==> config.mk <==
export PLATFORM = sky130hd
export DESIGN_NAME = icache_bank_resp_arbiter
export DESIGN_NICKNAME = d
export VERILOG_FILES = /design/src/rtl/icache_bank_resp_arbiter.sv
export SDC_FILE = /design/constraint.sdc
export NUM_CORES = 1
export LEC_CHECK = 0
export BUFFER_PORTS_ARGS = -buffer_cell sky130_fd_sc_hd__buf_2
export CAP_MARGIN = 25
export CORE_AREA = 2 2 148 150
export DETAILED_ROUTE_END_ITERATION = 10
export DIE_AREA = 0 0 150 152
export SYNTH_ARGS = -nofsm -noshare
export SYNTH_HDL_FRONTEND = slang
export SYNTH_SLANG_ARGS = --single-unit
==> constraint.sdc <==
create_clock -name clk_i -period 6 [get_ports clk_i]
set_input_delay 1.2 -clock clk_i [delete_from_list [all_inputs] [get_ports clk_i]]
set_output_delay 1.2 -clock clk_i [all_outputs]
set_load 0.005 [all_outputs]
==> src/rtl/icache_bank_resp_arbiter.sv <==
// Bank-side icache arbiter: round-robin selection of fetch ports onto one bank port,
// in-order ID FIFO for outstanding bank reads, one-hot registered response steering.
module icache_bank_resp_arbiter #(
    parameter int N_FETCH      = 8,
    parameter int ADDR_WIDTH   = 32,
    parameter int DATA_WIDTH   = 32,
    parameter int MAX_OUTSTAND = 4
) (
    input  logic                            clk_i,
    input  logic                            rst_i,
    input  logic [N_FETCH-1:0]              fetch_req_i,
    input  logic [N_FETCH*ADDR_WIDTH-1:0]   fetch_addr_i,
    output logic [N_FETCH-1:0]              fetch_gnt_o,
    output logic [N_FETCH-1:0]              fetch_rvalid_o,
    output logic [DATA_WIDTH-1:0]           fetch_rdata_o,
    output logic                            bank_req_o,
    output logic [ADDR_WIDTH-1:0]           bank_addr_o,
    input  logic                            bank_gnt_i,
    input  logic                            bank_rvalid_i,
    input  logic [DATA_WIDTH-1:0]           bank_rdata_i,
    output logic [$clog2(MAX_OUTSTAND):0]   outstanding_o,
    output logic                            err_o
);

    localparam int IDW = $clog2(N_FETCH);
    localparam int PW  = $clog2(MAX_OUTSTAND);
    localparam int CW  = PW + 1;

    logic [IDW-1:0]        rr_ptr_q, rr_ptr_d;
    logic [IDW-1:0]        id_mem_q [MAX_OUTSTAND];
    logic [PW-1:0]         wr_ptr_q, wr_ptr_d;
    logic [PW-1:0]         rd_ptr_q, rd_ptr_d;
    logic [CW-1:0]         count_q, count_d;
    logic [N_FETCH-1:0]    rvalid_q, rvalid_d;
    logic [DATA_WIDTH-1:0] rdata_q, rdata_d;
    logic                  err_q, err_d;

    logic [IDW-1:0]        winner;
    logic                  found;
    int                    idx;
    logic                  full;
    logic                  empty;
    logic                  push;
    logic                  pop;
    logic [IDW-1:0]        head;

    assign full  = (count_q == CW'(MAX_OUTSTAND));
    assign empty = (count_q == '0);
    assign head  = id_mem_q[rd_ptr_q];

    // Round-robin scan starting at rr_ptr_q with wrap-around; first requester wins
    always_comb begin
        found  = 1'b0;
        winner = '0;
        idx    = 0;
        for (int k = 0; k < N_FETCH; k++) begin
            idx = int'(rr_ptr_q) + k;
            if (idx >= N_FETCH) idx = idx - N_FETCH;
            if (!found && fetch_req_i[idx]) begin
                found  = 1'b1;
                winner = IDW'(idx);
            end
        end
    end

    assign bank_req_o  = found & ~full;
    assign bank_addr_o = found ? fetch_addr_i[int'(winner)*ADDR_WIDTH +: ADDR_WIDTH] : '0;
    assign push        = bank_req_o & bank_gnt_i;
    assign pop         = bank_rvalid_i & ~empty;

    // One-hot grant to the winner only when the bank takes the request
    always_comb begin
        fetch_gnt_o = '0;
        if (push) fetch_gnt_o[winner] = 1'b1;
    end

    // Next-state for pointer, FIFO bookkeeping and response registers
    always_comb begin
        rr_ptr_d = rr_ptr_q;
        if (push) begin
            if (int'(winner) == N_FETCH - 1) rr_ptr_d = '0;
            else                             rr_ptr_d = winner + IDW'(1);
        end
        wr_ptr_d = push ? wr_ptr_q + PW'(1) : wr_ptr_q;
        rd_ptr_d = pop  ? rd_ptr_q + PW'(1) : rd_ptr_q;
        count_d  = count_q + CW'(push) - CW'(pop);
        rvalid_d = pop ? (N_FETCH'(1) << head) : '0;
        rdata_d  = pop ? bank_rdata_i : rdata_q;
        err_d    = err_q | (bank_rvalid_i & empty);
    end

    // Control state registers with synchronous reset
    always_ff @(posedge clk_i) begin
        if (rst_i) begin
            rr_ptr_q <= '0;
            wr_ptr_q <= '0;
            rd_ptr_q <= '0;
            count_q  <= '0;
            rvalid_q <= '0;
            rdata_q  <= '0;
            err_q    <= 1'b0;
        end else begin
            rr_ptr_q <= rr_ptr_d;
            wr_ptr_q <= wr_ptr_d;
            rd_ptr_q <= rd_ptr_d;
            count_q  <= count_d;
            rvalid_q <= rvalid_d;
            rdata_q  <= rdata_d;
            err_q    <= err_d;
        end
    end

    // ID storage needs no reset: entries are only read when count_q says they are valid
    always_ff @(posedge clk_i) begin
        if (push) id_mem_q[wr_ptr_q] <= winner;
    end

    assign fetch_rvalid_o = rvalid_q;
    assign fetch_rdata_o  = rdata_q;
    assign outstanding_o  = count_q;
    assign err_o          = err_q;

endmodule

After elaboration in Yosys (flattened, before gate mapping)

Memory sizes are Yosys's and may differ from the RTL's. A register that Yosys moved wholly into a read port is not among the register bits.
Index checks and enable logic that the tools add are counted.

Bits in registers: 51
Output and inout bits: 85
RAM bits: 12
Logic and storage cells: 132
Memories kept: 1

Muxes and demuxes: 57
Add/subtract/negate cells: 20
Shift-type cells: 2
Bitwise logic cells: 8
Order comparisons: 18
Reductions and logical operators: 17
Equal/unequal tests: 2

Memory list:

| memory   | words | bits a word | rd ports | clocked after Yosys merged registers in | write ports | RTL line | RTL |
|---|---|---|---|---|---|---|---|
| id_mem_q | 4     | 3           | 1        | 1                                       | 1           | 30       | `logic [IDW-1:0] id_mem_q [MAX_OUTSTAND];` |

Operators by type and width:

| kind                                                                           | count |
|---|---|
| 32-bit two-way mux                                                             | 9 |
| 32-bit by 5-bit less-than comparator with 1-bit output (second input constant) | 8 |
| 256-bit by 9-bit variable part select with 32-bit output                       | 1 |
| 4-bit by 4-bit subtractor with 5-bit output (second input constant)            | 7 |
| 4-bit >= comparator (second input constant)                                    | 7 |
| 1-bit two-way mux                                                              | 27 |
| 3-bit two-way mux                                                              | 9 |
| 1-bit binary-select mux with 3-bit select                                      | 8 |
| 3-bit by 3-bit adder with 4-bit output (second input constant)                 | 4 |
| 3-bit by 2-bit adder with 4-bit output (second input constant)                 | 2 |
| 1-bit logical AND                                                              | 8 |
| 8-bit two-way mux                                                              | 1 |
| 1-bit by 3-bit left shift with 8-bit output (first input constant)             | 1 |
| 1-bit zero test                                                                | 7 |
| 3-bit by 4-bit subtractor with 5-bit output (second input constant)            | 1 |
| 2-bit by 1-bit adder with 2-bit output (second input constant)                 | 2 |
| 3-bit by 1-bit adder with 4-bit output (second input constant)                 | 1 |
| 1-bit bitwise AND                                                              | 4 |
| 3-bit by 4-bit >= comparator with 1-bit output (second input constant)         | 1 |
| 3-bit by 4-bit less-than comparator with 1-bit output (second input constant)  | 1 |
| 2-bit two-way mux                                                              | 2 |
| 3-bit by 1-bit adder with 3-bit output                                         | 1 |
| 3-bit by 1-bit adder with 3-bit output (second input constant)                 | 1 |
| 1-bit demux with 3-bit select                                                  | 1 |
| 8 further kinds                                                                | 10 |

Longest topological paths before layout

Depth after elaboration: 32
Depth in mapped cells: 20
Depth with buffers taken out: 16

Worst setup path before layout

OpenSTA, ideal clock, no wires.

Path kind: flip-flop to output port
Start point: register rr_ptr_q[1]
End point: output port bank_addr_o[10]
Path buffers: 5
Data required time: 4.800 ns
Arrival: 3.535 ns
Path slack: 1.265 ns
Stages on the path, launching flop included: 17
Cell sequence: dfxtp_1 > buf_2 > buf_2 > inv_1 > ha_1 > buf_4 > mux4_2 > mux2i_4 > nand3b_1 > a311o_1 > o21a_1 > clkinv_2 > buf_6 > buf_4 > mux2_2 > a22oi_1 > o21ai_1

Word-level cells in the longest chain between the ends: 29
Elaborated cells on any way between the ends: 87
Classes of those cells: 15 x add/sub; 8 x order compare; 1 x shift; 49 x mux; 14 x reduce/logical

Ends and longest elaborated chain:

| what                                                                                 | RTL line | RTL |
|---|---|---|
| start, declared                                                                      | 29       | `logic [IDW-1:0] rr_ptr_q, rr_ptr_d;` |
| start signal, assigned                                                               | 103      | `rr_ptr_q <= rr_ptr_d;` |
| branches (longest 28 deep; another with 4-bit by 4-bit subtractor with 5-bit output) | -        |  |
| 32-bit two-way mux *                                                                 | 67       | `assign bank_addr_o = found ? fetch_addr_i[int'(winner)*ADDR_WIDTH +: ADDR_WIDTH] : '0;` |
| end, declared                                                                        | 17       | `output logic [ADDR_WIDTH-1:0] bank_addr_o,` |

Every way passes the cells marked *. The select of a mux whose other input is x is not followed.

Worst setup path in the final report

Start point: register rr_ptr_q[0]
End point: output port bank_addr_o[4]

Same word-level chain as after synthesis.

==> run metrics <==
Worst Hold End fetch_rdata_o[29]$_SDFFE_PP0P_; Worst EP required 4.80 ns; # DRC 0; WHS Path Cells 2; reg2reg start rr_ptr_q[0]$_SDFFE_PP0P_; final WL 22600 um; CP Launch Type register; CP max FO 29; commonest non-fill, non-tap cell in the layout buf_2; Multi-input gate area 3790 sq um; RSZ-0062 raised after global routing false; Synth Register Bits 65; Register Area 1420 sq um; Max VDD drop 0.000426 V; max-cap violation count 0; fin nets 1299; synthesis-to-layout area growth 44.8%; Hold Startpoint fetch_rdata_o[29]$_SDFFE_PP0P_; EDFF count, synth 12; synth warn 0; CTS Buf Count 9; share of cells above drive strength 1 50.9%; Design Area, Final 8080 sq um; Initial Util 26.1%; sequential fraction of the synthesis area 25.5%; initial drt markers 371; Yosys top cell by area dfxtp_1; CP Class register to output port; insertion delay to the later sink of the worst-skew pair 0.32 ns; routed vias 6374; Post-DP HPWL 18400 um; Worst Max-Slew Pin Slew 0.852 ns; syn nets 939; Global Route Usage Sum 19.1%; Vias/cell 4.98; status completed; Synth top area share 19.0%; root buffer cell clkbuf_16; clk sink count 65; # port buffers 384; Max clock buf depth 2; antenna-violating nets left 0; top_reg_cell synth dfxtp_1; DP Area 7740 sq um; initial antenna violation count 7; most frequent cells in the layout 384 x buf_2, 94 x nand2_1, 53 x mux2_2, 53 x dfxtp_1, 52 x a21oi_1; fmax 0.179 GHz; vias in the first global route 6244; Mapped Cells 628; FILL cells 2255; post-synthesis cell type count 55; final worst slack 0.412 ns; Reg2Reg Capture Point outstanding_o[2]$_SDFF_PP0_; die area 22800 sq um; asr flop ratio synth 0%; final hold vios 0; first-pass GRT wire length 34400 um; Setup TNS 0 ns; routability cong. 0.934; crit end category output port; R2R depth 16; pwr/cell area 634 nW/um^2; Final Cycle Share 93.1%; Avg Cell Area, Syn 8.88 sq um; Core Area 21400 sq um; Leak Pwr 3.66 nW; R2R Setup Slk 1.49 ns; final setup vio count 0; WL/cell 17.7 um; die extent in y 152 um; I/O pin total 385; Layout Skew 0.00583 ns; Die Wd 150 um; Slew headroom 43.2%; GRT overflow 0; hold crit path type register to register; leading post-synthesis cells by cell area dfxtp_1 19%, mux2_2 11%, mux2_1 7.3%, mux4_2 6.9%, edfxtp_1 6.5%; post-CTS setup buffer count 0; clock-pin slew on the worst setup and hold paths 0.05 ns; pin count of the biggest net entering global routing 47; DR pass1 iterations 5; CTS tree yes; Period minus WS final 5.59 ns; Arr. time, crit path 4.39 ns; Slew Viols, Final 0; Row Count 54; CTS H-tree lvls 3; setup slack at placement 0.457 ns; Synth Cell Area 5580 sq um
[cell usage after synthesis (2+ instances only)]
library cell / n
nor2b_1: 4
a22oi_1: 33
edfxtp_1: 12
o21ai_1: 12
nand2b_1: 6
dfxtp_1: 53
nor2_1: 25
and3_1: 4
mux2_1: 36
xor2_1: 3
nor3_1: 8
mux4_2: 17
clkbuf_1: 23
a21boi_0: 2
buf_4: 6
xnor2_1: 5
nand3b_1: 3
buf_6: 8
a311oi_1: 19
mux2_2: 53
o21a_1: 4
nor4_1: 3
mux2i_1: 21
and2_1: 3
buf_2: 18
or3_1: 2
ha_1: 10
nand3_1: 22
a21oi_1: 52
nand2_1: 94
inv_2: 2
a31o_2: 2
inv_1: 11
a22o_1: 12
o22ai_1: 20
[worst max path at each step]
| stage | startpoint | end | slack [ns] | cells past startpoint |
|---|---|---|---|---|
| after floorplan | rr_ptr_q[1]$_SDFFE_PP0P_ | bank_addr_o[10] | 1.26 | 16 |
| after global placement | fetch_req_i[2] | bank_addr_o[10] | 0.48 | 12 |
| after detailed placement | fetch_req_i[3] | bank_addr_o[4] | 0.46 | 12 |
| after CTS | rr_ptr_q[0]$_SDFFE_PP0P_ | bank_addr_o[4] | 0.24 | 13 |
| after global routing | rr_ptr_q[0]$_SDFFE_PP0P_ | bank_addr_o[4] | 0.08 | 13 |
| final | rr_ptr_q[0]$_SDFFE_PP0P_ | bank_addr_o[4] | 0.41 | 13 |
[timing repair]
action | CTS | global route
hold buffers | 0 | 0
resized for setup | 0 | 1
endpoints found under the setup margin | 0 | 9
hold endpoints to repair | 0 | 0
[registers in the layout, summed over array words and instances (netlist names), named ones only]
register and flops:
wr_ptr_q 2, rr_ptr_q 3, id_mem_q 12, fetch_rdata_o 32, fetch_rvalid_o 8, outstanding_o 3, rd_ptr_q 2, err_o 1
[metal layers]
metal | share of wire, % | GRT usage, % | up-vias
met3 | 8.5 | 4.41 | 38
li1 | - | - | 3072
met2 | 48 | 31.4 | 338
met5 | 0 | 0 | -
met4 | 2.3 | 6.65 | 0
met1 | 41 | 24.4 | 2926
[through the flow]
| stage | total power, mW | util (%) | hold WS [ns] | instances |
|---|---|---|---|---|
| floorplan | 3.30 | - | 0.453 | 628 |
| global placement | 4.56 | 36.3 | 0.439 | 1257 |
| detailed placement | 4.57 | 36.3 | 0.444 | 1257 |
| CTS | 5.13 | 37.7 | 0.451 | 1273 |
| global route | 5.55 | 37.8 | 0.466 | 1280 |
| finish | 5.12 | 37.8 | 0.449 | 1280 |
[worst max-delay path: stages, from the launching register on]
cell and delay, ns:
dfxtp_1 0.33, inv_1 0.12, ha_2 0.54, mux4_2 0.60
mux2i_1 0.35, o21a_1 0.18, nor3_1 0.06, o31ai_4 0.30
buf_4 0.32, buf_4 0.35, and2_1 0.49, a22oi_1 0.12
o21ai_1 0.12, buf_2 0.15
[cell type report]
type | instances | area share, %
diodes | 7 | 0.217
clock inverters | 3 | 0.573
multi-input cells | 492 | 47.0
well taps | 280 | 4.34
clock buffers | 13 | 3.36
inverters | 15 | 0.728
repair buffers | 405 | 26.2
flip-flops and latches | 65 | 17.6
[kinds of logic (layout without fill, tap and decap cells)]
logic type,after synthesis,after routing,synth area share [%]
simple gates,175,175,13.7
compound gates,169,169,21.0
mux,128,128,29.0
buf+inv,71,436,6.68
flops,65,65,25.5
fa+ha+maj,11,11,2.60
xor+xnor,9,9,1.55
other cells,0,7,0
[power breakdown]
part	switching (mW)	internal, mW
Clock	0.182	0.359
Combinational	2.18	1.77
Sequential	0.0666	0.568
Total	2.43	2.70
No activity file was read; power rests on OpenSTA's default activity.
